--- src/rtl/mips32_multicycle_ctrl.sv ---
// Purpose : multi-cycle MIPS32 sequencer; walks fetch/decode/execute/memory/writeback
//           and drives every datapath enable and mux select from the state register.
// Latency : zero-wait R/I-ALU 4, lw 5, sw 4, branch/jump 3 cycles from FETCH entry.
// Backpr. : imem_req/dmem_req held until ack; TIMEOUT cycles without ack -> FAULT (bus_err).
// Ports   : clk/reset_n (async low); opcode/funct/zero from IR and ALU; imem/dmem req/ack/we;
//           ir_write, pc_write, pc_src, reg_write, reg_dst, mem_to_reg, alu_src_a/b, alu_op;
//           illegal/bus_err fault pulses; retired instruction counter; state for debug.
module mips32_multicycle_ctrl #(
  parameter int TIMEOUT  = 16,
  parameter int RETIRE_W = 32
) (
  input  logic                clk,
  input  logic                reset_n,
  input  logic [5:0]          opcode,
  input  logic [5:0]          funct,
  input  logic                zero,
  input  logic                imem_ack,
  input  logic                dmem_ack,
  output logic [3:0]          state,
  output logic                imem_req,
  output logic                dmem_req,
  output logic                dmem_we,
  output logic                ir_write,
  output logic                pc_write,
  output logic [1:0]          pc_src,
  output logic                reg_write,
  output logic                reg_dst,
  output logic                mem_to_reg,
  output logic                alu_src_a,
  output logic [1:0]          alu_src_b,
  output logic [1:0]          alu_op,
  output logic                illegal,
  output logic                bus_err,
  output logic [RETIRE_W-1:0] retired
);

  typedef enum logic [3:0] {
    S_IDLE = 4'd0, S_FETCH = 4'd1, S_DECODE = 4'd2, S_EXEC_R = 4'd3, S_WB_R = 4'd4,
    S_EXEC_I = 4'd5, S_WB_I = 4'd6, S_MEM_ADDR = 4'd7, S_MEM_RD = 4'd8, S_MEM_WB = 4'd9,
    S_MEM_WR = 4'd10, S_BRANCH = 4'd11, S_JUMP = 4'd12, S_FAULT = 4'd13
  } state_e;

  // Counter only needs to hold 0..TIMEOUT-1; the last value is the fault point.
  localparam int TMO_W = (TIMEOUT > 1) ? $clog2(TIMEOUT) : 1;
  localparam logic [TMO_W-1:0] TMO_LAST = (TIMEOUT > 0) ? TMO_W'(TIMEOUT - 1) : '0;

  state_e                state_q, state_d;
  logic [TMO_W-1:0]      tmo_q, tmo_d;
  logic                  bus_fault_q, bus_fault_d;  // FAULT cause: 1 timeout, 0 illegal opcode
  logic [RETIRE_W-1:0]   retired_q, retired_d;
  logic                  retire_inc;
  logic                  timed_out;

  // funct is consumed by the ALU control decoder, not by the sequencer.
  logic unused_funct;
  assign unused_funct = ^funct;

  assign timed_out = (TIMEOUT > 0) && (tmo_q == TMO_LAST);
  assign state     = state_q;
  assign retired   = retired_q;

  always_comb begin
    state_d     = state_q;
    tmo_d       = '0;          // any state change clears it, so entry to a request state starts at 0
    bus_fault_d = bus_fault_q;
    retire_inc  = 1'b0;
    imem_req    = 1'b0;
    dmem_req    = 1'b0;
    dmem_we     = 1'b0;
    ir_write    = 1'b0;
    pc_write    = 1'b0;
    pc_src      = 2'b00;
    reg_write   = 1'b0;
    reg_dst     = 1'b0;
    mem_to_reg  = 1'b0;
    alu_src_a   = 1'b0;
    alu_src_b   = 2'b00;
    alu_op      = 2'b00;
    illegal     = 1'b0;
    bus_err     = 1'b0;

    case (state_q)
      S_IDLE: state_d = S_FETCH;
      S_FETCH: begin
        imem_req  = 1'b1;
        alu_src_b = 2'b01;
        if (imem_ack) begin
          ir_write = 1'b1;
          pc_write = 1'b1;
          state_d  = S_DECODE;
        end else if (timed_out) begin
          // PC untouched, so the FETCH after FAULT retries the same address.
          bus_fault_d = 1'b1;
          state_d     = S_FAULT;
        end else begin
          tmo_d = tmo_q + 1'b1;
        end
      end
      S_DECODE: begin
        alu_src_b = 2'b11;     // branch target computed speculatively
        case (opcode)
          6'b000000:                 state_d = S_EXEC_R;
          6'b100011, 6'b101011:      state_d = S_MEM_ADDR;
          6'b000100, 6'b000101:      state_d = S_BRANCH;
          6'b000010:                 state_d = S_JUMP;
          6'b001000, 6'b001010, 6'b001011,
          6'b001100, 6'b001101:      state_d = S_EXEC_I;
          default: begin
            bus_fault_d = 1'b0;
            state_d     = S_FAULT;
          end
        endcase
      end
      S_EXEC_R: begin
        alu_src_a = 1'b1;
        alu_op    = 2'b10;
        state_d   = S_WB_R;
      end
      S_WB_R: begin
        reg_write  = 1'b1;
        reg_dst    = 1'b1;
        retire_inc = 1'b1;
        state_d    = S_FETCH;
      end
      S_EXEC_I: begin
        alu_src_a = 1'b1;
        alu_src_b = 2'b10;
        alu_op    = 2'b11;
        state_d   = S_WB_I;
      end
      S_WB_I: begin
        reg_write  = 1'b1;
        retire_inc = 1'b1;
        state_d    = S_FETCH;
      end
      S_MEM_ADDR: begin
        alu_src_a = 1'b1;
        alu_src_b = 2'b10;
        // Only lw/sw reach here; sw is the 101011 encoding.
        state_d   = (opcode == 6'b101011) ? S_MEM_WR : S_MEM_RD;
      end
      S_MEM_RD: begin
        dmem_req = 1'b1;
        if (dmem_ack) begin
          state_d = S_MEM_WB;
        end else if (timed_out) begin
          bus_fault_d = 1'b1;
          state_d     = S_FAULT;
        end else begin
          tmo_d = tmo_q + 1'b1;
        end
      end
      S_MEM_WB: begin
        reg_write  = 1'b1;
        mem_to_reg = 1'b1;
        retire_inc = 1'b1;
        state_d    = S_FETCH;
      end
      S_MEM_WR: begin
        dmem_req = 1'b1;
        dmem_we  = 1'b1;
        if (dmem_ack) begin
          retire_inc = 1'b1;
          state_d    = S_FETCH;
        end else if (timed_out) begin
          bus_fault_d = 1'b1;
          state_d     = S_FAULT;
        end else begin
          tmo_d = tmo_q + 1'b1;
        end
      end
      S_BRANCH: begin
        alu_src_a  = 1'b1;
        alu_op     = 2'b01;
        pc_src     = 2'b01;
        pc_write   = opcode[0] ? ~zero : zero;  // opcode[0]: 0 beq, 1 bne
        retire_inc = 1'b1;
        state_d    = S_FETCH;
      end
      S_JUMP: begin
        pc_write   = 1'b1;
        pc_src     = 2'b10;
        retire_inc = 1'b1;
        state_d    = S_FETCH;
      end
      S_FAULT: begin
        illegal = ~bus_fault_q;
        bus_err = bus_fault_q;
        state_d = S_FETCH;
      end
      default: state_d = S_IDLE;
    endcase

    retired_d = retired_q + {{(RETIRE_W-1){1'b0}}, retire_inc};
  end

  always_ff @(posedge clk or negedge reset_n) begin
    if (!reset_n) begin
      state_q     <= S_IDLE;
      tmo_q       <= '0;
      bus_fault_q <= 1'b0;
      retired_q   <= '0;
    end else begin
      state_q     <= state_d;
      tmo_q       <= tmo_d;
      bus_fault_q <= bus_fault_d;
      retired_q   <= retired_d;
    end
  end

endmodule

--- config.mk ---
export PLATFORM = sky130hd
export DESIGN_NAME = mips32_multicycle_ctrl
export DESIGN_NICKNAME = d
export VERILOG_FILES = /design/src/rtl/mips32_multicycle_ctrl.sv
export SDC_FILE = /design/constraint.sdc
export NUM_CORES = 1
export LEC_CHECK = 0
export CORE_UTILIZATION = 25
export CTS_BUF_LIST = sky130_fd_sc_hd__clkbuf_4 sky130_fd_sc_hd__clkbuf_8
export DETAILED_ROUTE_END_ITERATION = 10
export GPL_TIMING_DRIVEN = 0
export MAX_ROUTING_LAYER = met4
export SLEW_MARGIN = 15
export SYNTH_ARGS = -nofsm -noshare
export SYNTH_HDL_FRONTEND = slang
export SYNTH_SLANG_ARGS = --single-unit
--- constraint.sdc ---
create_clock -name clk -period 3.35 [get_ports clk]
set_input_delay 0.5025 -clock clk [delete_from_list [all_inputs] [get_ports clk]]
set_output_delay 0.5025 -clock clk [all_outputs]
set_load 0.02 [all_outputs]
== Word level (Yosys, flattened, before mapping) ==
Index checks and enable logic that the tools add are counted.

* Register bits: 41
* Bits of input ports: 17
* Output and inout port bits: 53
* Logic and storage cells: 83

* $add $sub $neg: 2
* Eq/ne operators: 27
* Mux-type cells: 34
* Bitwise gates (word level): 2
* Reduce and logical (&&, ||, !) cells: 14

{| class="wikitable"
|+ Operators with widths
! cell !! count
|-
| $add A32 B1 Y32 || 1
|-
| $pmux W4 S8 || 1
|-
| $eq A6 B4 Y1 const B || 5
|-
| $eq A4 B4 Y1 const B || 7
|-
| $mux W4 || 7
|-
| $pmux W4 S5 || 1
|-
| $mux W1 || 17
|-
| $eq A4 B3 Y1 const B || 4
|-
| $eq A6 B3 Y1 const B || 2
|-
| $eq A6 B6 Y1 const B || 2
|-
| $pmux W2 S3 || 2
|-
| $reduce_or A11 Y1 || 1
|-
| $reduce_or A5 Y1 || 2
|-
| $eq A4 B2 Y1 const B || 2
|-
| $pmux W4 S2 || 1
|-
| $reduce_or A2 Y1 || 4
|-
| $reduce_or A7 Y1 || 1
|-
| $eq A6 B2 Y1 const B || 1
|-
| $logic_not A6 Y1 || 1
|-
| $ne A2 B2 Y1 const B || 3
|-
| $pmux W1 S3 || 2
|-
| $add A4 B1 Y4 const B || 1
|-
| $eq A4 B1 Y1 const B || 1
|-
| $logic_not A4 Y1 || 1
|-
| other kinds (8) || 9
|}

== Longest topological paths before layout ==
* Depth after elaboration: 4
* Gate-level depth with buffers: 11
* Depth with buffers taken out: 10

== Worst setup path before layout ==
No wires, ideal clock.

* Path type: reg-to-reg
* From: reg state_q[1] (netlist: state[1])
* To: reg retired_q[26] (netlist: retired[26])
* Library setup time: 129 ps
* Data arrival time: 2,549 ps
* Required time: 3,221 ps
* Setup slack: 672 ps
* Cell stages (with the launch flop): 12
* Path buffers: 2
* Clock period less this slack: 2,678 ps
* Cell sequence: dfrtp_1 -> clkbuf_1 -> clkbuf_1 -> a21oi_1 -> o21ai_0 -> ha_1 -> ha_1 -> inv_1 -> nor4_4 -> and2_1 -> nand4_1 -> xnor2_1

* Longest elaborated chain between the ends: 4
* Elaborated cells between the ends (all ways): 9
* Those cells by class: add/sub (1); eq/ne (6); mux (1); reduce/logical (1)

{| class="wikitable"
|+ RTL lines
! what !! line !! text
|-
| start: declaration || 47 || <nowiki>state_e state_q, state_d;</nowiki>
|-
| start signal: assignment || 204 || <nowiki>state_q <= state_d;</nowiki>
|-
| $eq A4 B4 Y1 / $eq A4 B3 Y1 (equally long branches) || 82 || <nowiki>case (state_q)</nowiki>
|-
| $reduce_or A5 Y1 (no source line) || - ||
|-
| $pmux W1 S2 (*) || 82 ||
|-
| $add A32 B1 Y32 (*) || 194 || <nowiki>retired_d = retired_q + {{(RETIRE_W-1){1'b0}}, retire_inc};</nowiki>
|-
| named net retired_d[26] || 50 || <nowiki>logic [RETIRE_W-1:0] retired_q, retired_d;</nowiki>
|-
| end signal: assignment || 207 || <nowiki>retired_q <= retired_d;</nowiki>
|-
| end: declaration || 50 ||
|}

The timed path passes the listed nets; every way through them passes the cells marked *.
A chain may end at the register's enable or synchronous reset.

== Worst setup path after layout ==
Same ends and word-level chain as after synthesis.

==> results.sh <==
export IMPL_wire_per_inst_um=13.0
export IMPL_slew_headroom_pct=63.3
export IMPL_path_cells="clkbuf_1, clkbuf_1, a21oi_1, o21ai_0, ha_1, ha_1, inv_1, nor4_4, and2_1, nand4_1, xnor2_1"
export IMPL_postCtsSetupRepairBufs=0
export IMPL_fin_tns_setup_ps=0
export IMPL_grt_total_usage_pct=12.2
export IMPL_clock_skew_ps=6.75
export IMPL_synth_area_leader_cell="dfrtp_1"
export IMPL_min_path_type="input pin to asynchronous set/reset pin"
export IMPL_cts_tree="built"
export IMPL_grt_max_degree=29
export IMPL_ys_types=41
export IMPL_cts_hold_buf=0
export IMPL_antenna_found_initial=0
export IMPL_first_global_vias=1942
export IMPL_vias_per_cell=4.66
export IMPL_worstSetupPathType="register to register"
export IMPL_ys_async_sr_fraction_pct=100
export IMPL_cts_max_level=2
export IMPL_worst_pin_slew_ps=545
export IMPL_fin_crit_ps=3040
export IMPL_clk_path_buf_depth=2
export IMPL_clk_latency_ps=290
export IMPL_via_count=1947
export IMPL_synth_seq_cells=41
export IMPL_finalWirelength_um=5440
export IMPL_cap_violations=0
export IMPL_die_h_um=96.8
export IMPL_coreArea_sq_um=8720
export IMPL_n_fill_cell=915
export IMPL_dieArea_sq_um=9370
export IMPL_arrival_ps=3220
export IMPL_fin_util_pct=35.9
export IMPL_power_leakage_nw=1.31
export IMPL_power_density_nw_per_um2=565
export IMPL_synth_seq_area_share_pct=45.7
export IMPL_io_buffers=63
export IMPL_crit_slowest_cell="nor4_4"
export IMPL_rsz0062_at_grt="false"
export IMPL_synth_enable_flop_cells=0
export IMPL_start_util_pct=25.8
export IMPL_dp_hpwl_um=4100
export IMPL_cp_max_fo=10
export IMPL_critPathLaunchType="register"
export IMPL_synthTopCellsByCount="dfrtp_1, nor2_1, nand2_1"
export IMPL_fin_crit_sh_pct=90.7
export IMPL_multiInputGateArea_sq_um=1150
export IMPL_synthToLayoutAreaGrowth_pct=39.3
export IMPL_place_area_sq_um=3030
export IMPL_ios=70
export IMPL_seq_area_sq_um=1030
export IMPL_synth_top_area_share_pct=45.7
export IMPL_root_buffer="clkbuf_8"
export IMPL_overflow=0
export IMPL_grt_pass1_wl_um=9190
export IMPL_drc_errors=0
export IMPL_cts_buffers=5
export IMPL_hold_violations=0
export IMPL_clkTransAtPathRegs_ps=80
export IMPL_dieWidth_um=96.8
export IMPL_synth_most_common_cell="dfrtp_1"
export IMPL_syn_num_nets=258
export IMPL_dr_first_iter_drc_count=57
export IMPL_nNetsFinal=329
export IMPL_postRouteAntennaNets=0
export IMPL_gp_congestion=0.917
export IMPL_synth_ff_type="dfrtp_1"
export IMPL_slew_viol_final=0
export IMPL_drive_gt1_share_pct=6.45
export IMPL_synth_area_top_cells="dfrtp_1, xnor2_1, nor2_1, nand2_1, xor2_1"
export IMPL_status="complete, no violations"
export IMPL_antenna_cells=0
export IMPL_cts_num_sinks=41
export IMPL_yosysWarnings=0
export IMPL_required_ps=3530
export IMPL_finalSetupViolations=0
export IMPL_vdd_ir_drop_max_uv=353
export IMPL_syn_inst=238
export IMPL_fin_area_sq_um=3130
export IMPL_drtPass1Iterations=4
export IMPL_ctsResizeCount=0
export IMPL_rows=34
export IMPL_endpoint_kind="register"
export IMPL_clock_fmax_ghz=0.329
export IMPL_synth_area_sq_um=2250
export IMPL_postSynthAreaPerCell_sq_um=9.44
export IMPL_critical_path_max_stage_delay_ps=400
## area by class of cell
type / count / area share (%)
clock inverter: 1 / 0.160
buffer: 7 / 1.08
clock buffer: 7 / 3.08
sequential: 41 / 32.8
multi-input combinational: 180 / 36.7
inverter: 10 / 1.20
timing repair buffer: 64 / 20.6
tap: 108 / 4.32
## layer usage
layer	part of all wire (%)	GRT usage (%)	routed length, um	vias up
li1	-	-	-	955
met1	47	15.3	2550	913
met2	46	19.6	2520	73
met3	5.6	2.96	305	6
met4	1.0	3.21	56	0
met5	0	-	0	-
## registers in the layout (all words and copies together) (netlist names)
name,cells
state,4
tmo_q,4
retired,32
bus_fault_q,1
## stage by stage
stage | hold slack [ps] | power [mW] | setup slack (ps) | instances
6_report | 103 | 1.77 | 312 | 418
5_1_grt | 124 | 1.89 | 57.9 | 418
4_1_cts | 107 | 1.79 | 293 | 418
3_5_place_dp | 426 | 1.42 | 300 | 410
3_3_place_gp | 458 | 1.42 | 266 | 409
2_1_floorplan | 207 | 1.07 | 672 | 238
## cell usage in the layout (no fill, tap or decap), types with 2 or more instances in the layout
master	instances
nand3_2	2
and2_1	4
a211oi_1	3
nand4_4	2
nor3_1	11
and3_1	4
nor2_1	26
dfrtp_1	41
inv_1	10
clkbuf_1	6
nand2b_1	10
clkbuf_8	7
xor2_1	8
o21ai_0	8
xnor2_1	24
nor4_1	2
nor2b_1	3
nand4_1	5
nand2_1	25
a21oi_1	8
ha_1	3
nand3_1	12
o311ai_0	2
clkdlybuf4s50_1	62
## path summary, 6_finish.rpt
kind | from | to | slack (ps) | cells after the start
min in group clk | retired[31] | retired[31] | 470 | 1
hold reg to reg | retired[31] | retired[31] | 470 | 1
hold / removal | reset_n | retired[18] | 100 | 1
setup / recovery | state[1] | retired[26] | 310 | 11
max in group asynchronous | reset_n | retired[8] | 2780 | 2
setup reg to reg | state[1] | retired[26] | 310 | 11
## kinds of logic after synthesis
| family | share of synthesized area, % |
|---|---|
| xor+xnor | 12.5 |
| buf+inv | 3.17 |
| flops | 45.7 |
| simple gates | 29.1 |
| fa+ha+maj | 1.67 |
| compound gates | 7.96 |
## power by group
group,internal (mW),switching (mW),leakage [nW]
clock,0.186,0.171,0.0542
sequential,0.555,0.0679,0.553
combinational,0.332,0.457,0.707
total,1.07,0.695,1.31
## worst max-delay path, delay by kind of cell, from the launching register on
kind | cells | cell delay (ps)
and+or+nand+nor | 3 | 790
buffers and inverters | 3 | 810
AOI/OAI and AO/OA | 2 | 340
adders and majority gates | 2 | 500
DFF | 1 | 350
xor gates and xnor gates | 1 | 140
Power figures use the tool's default switching activity.
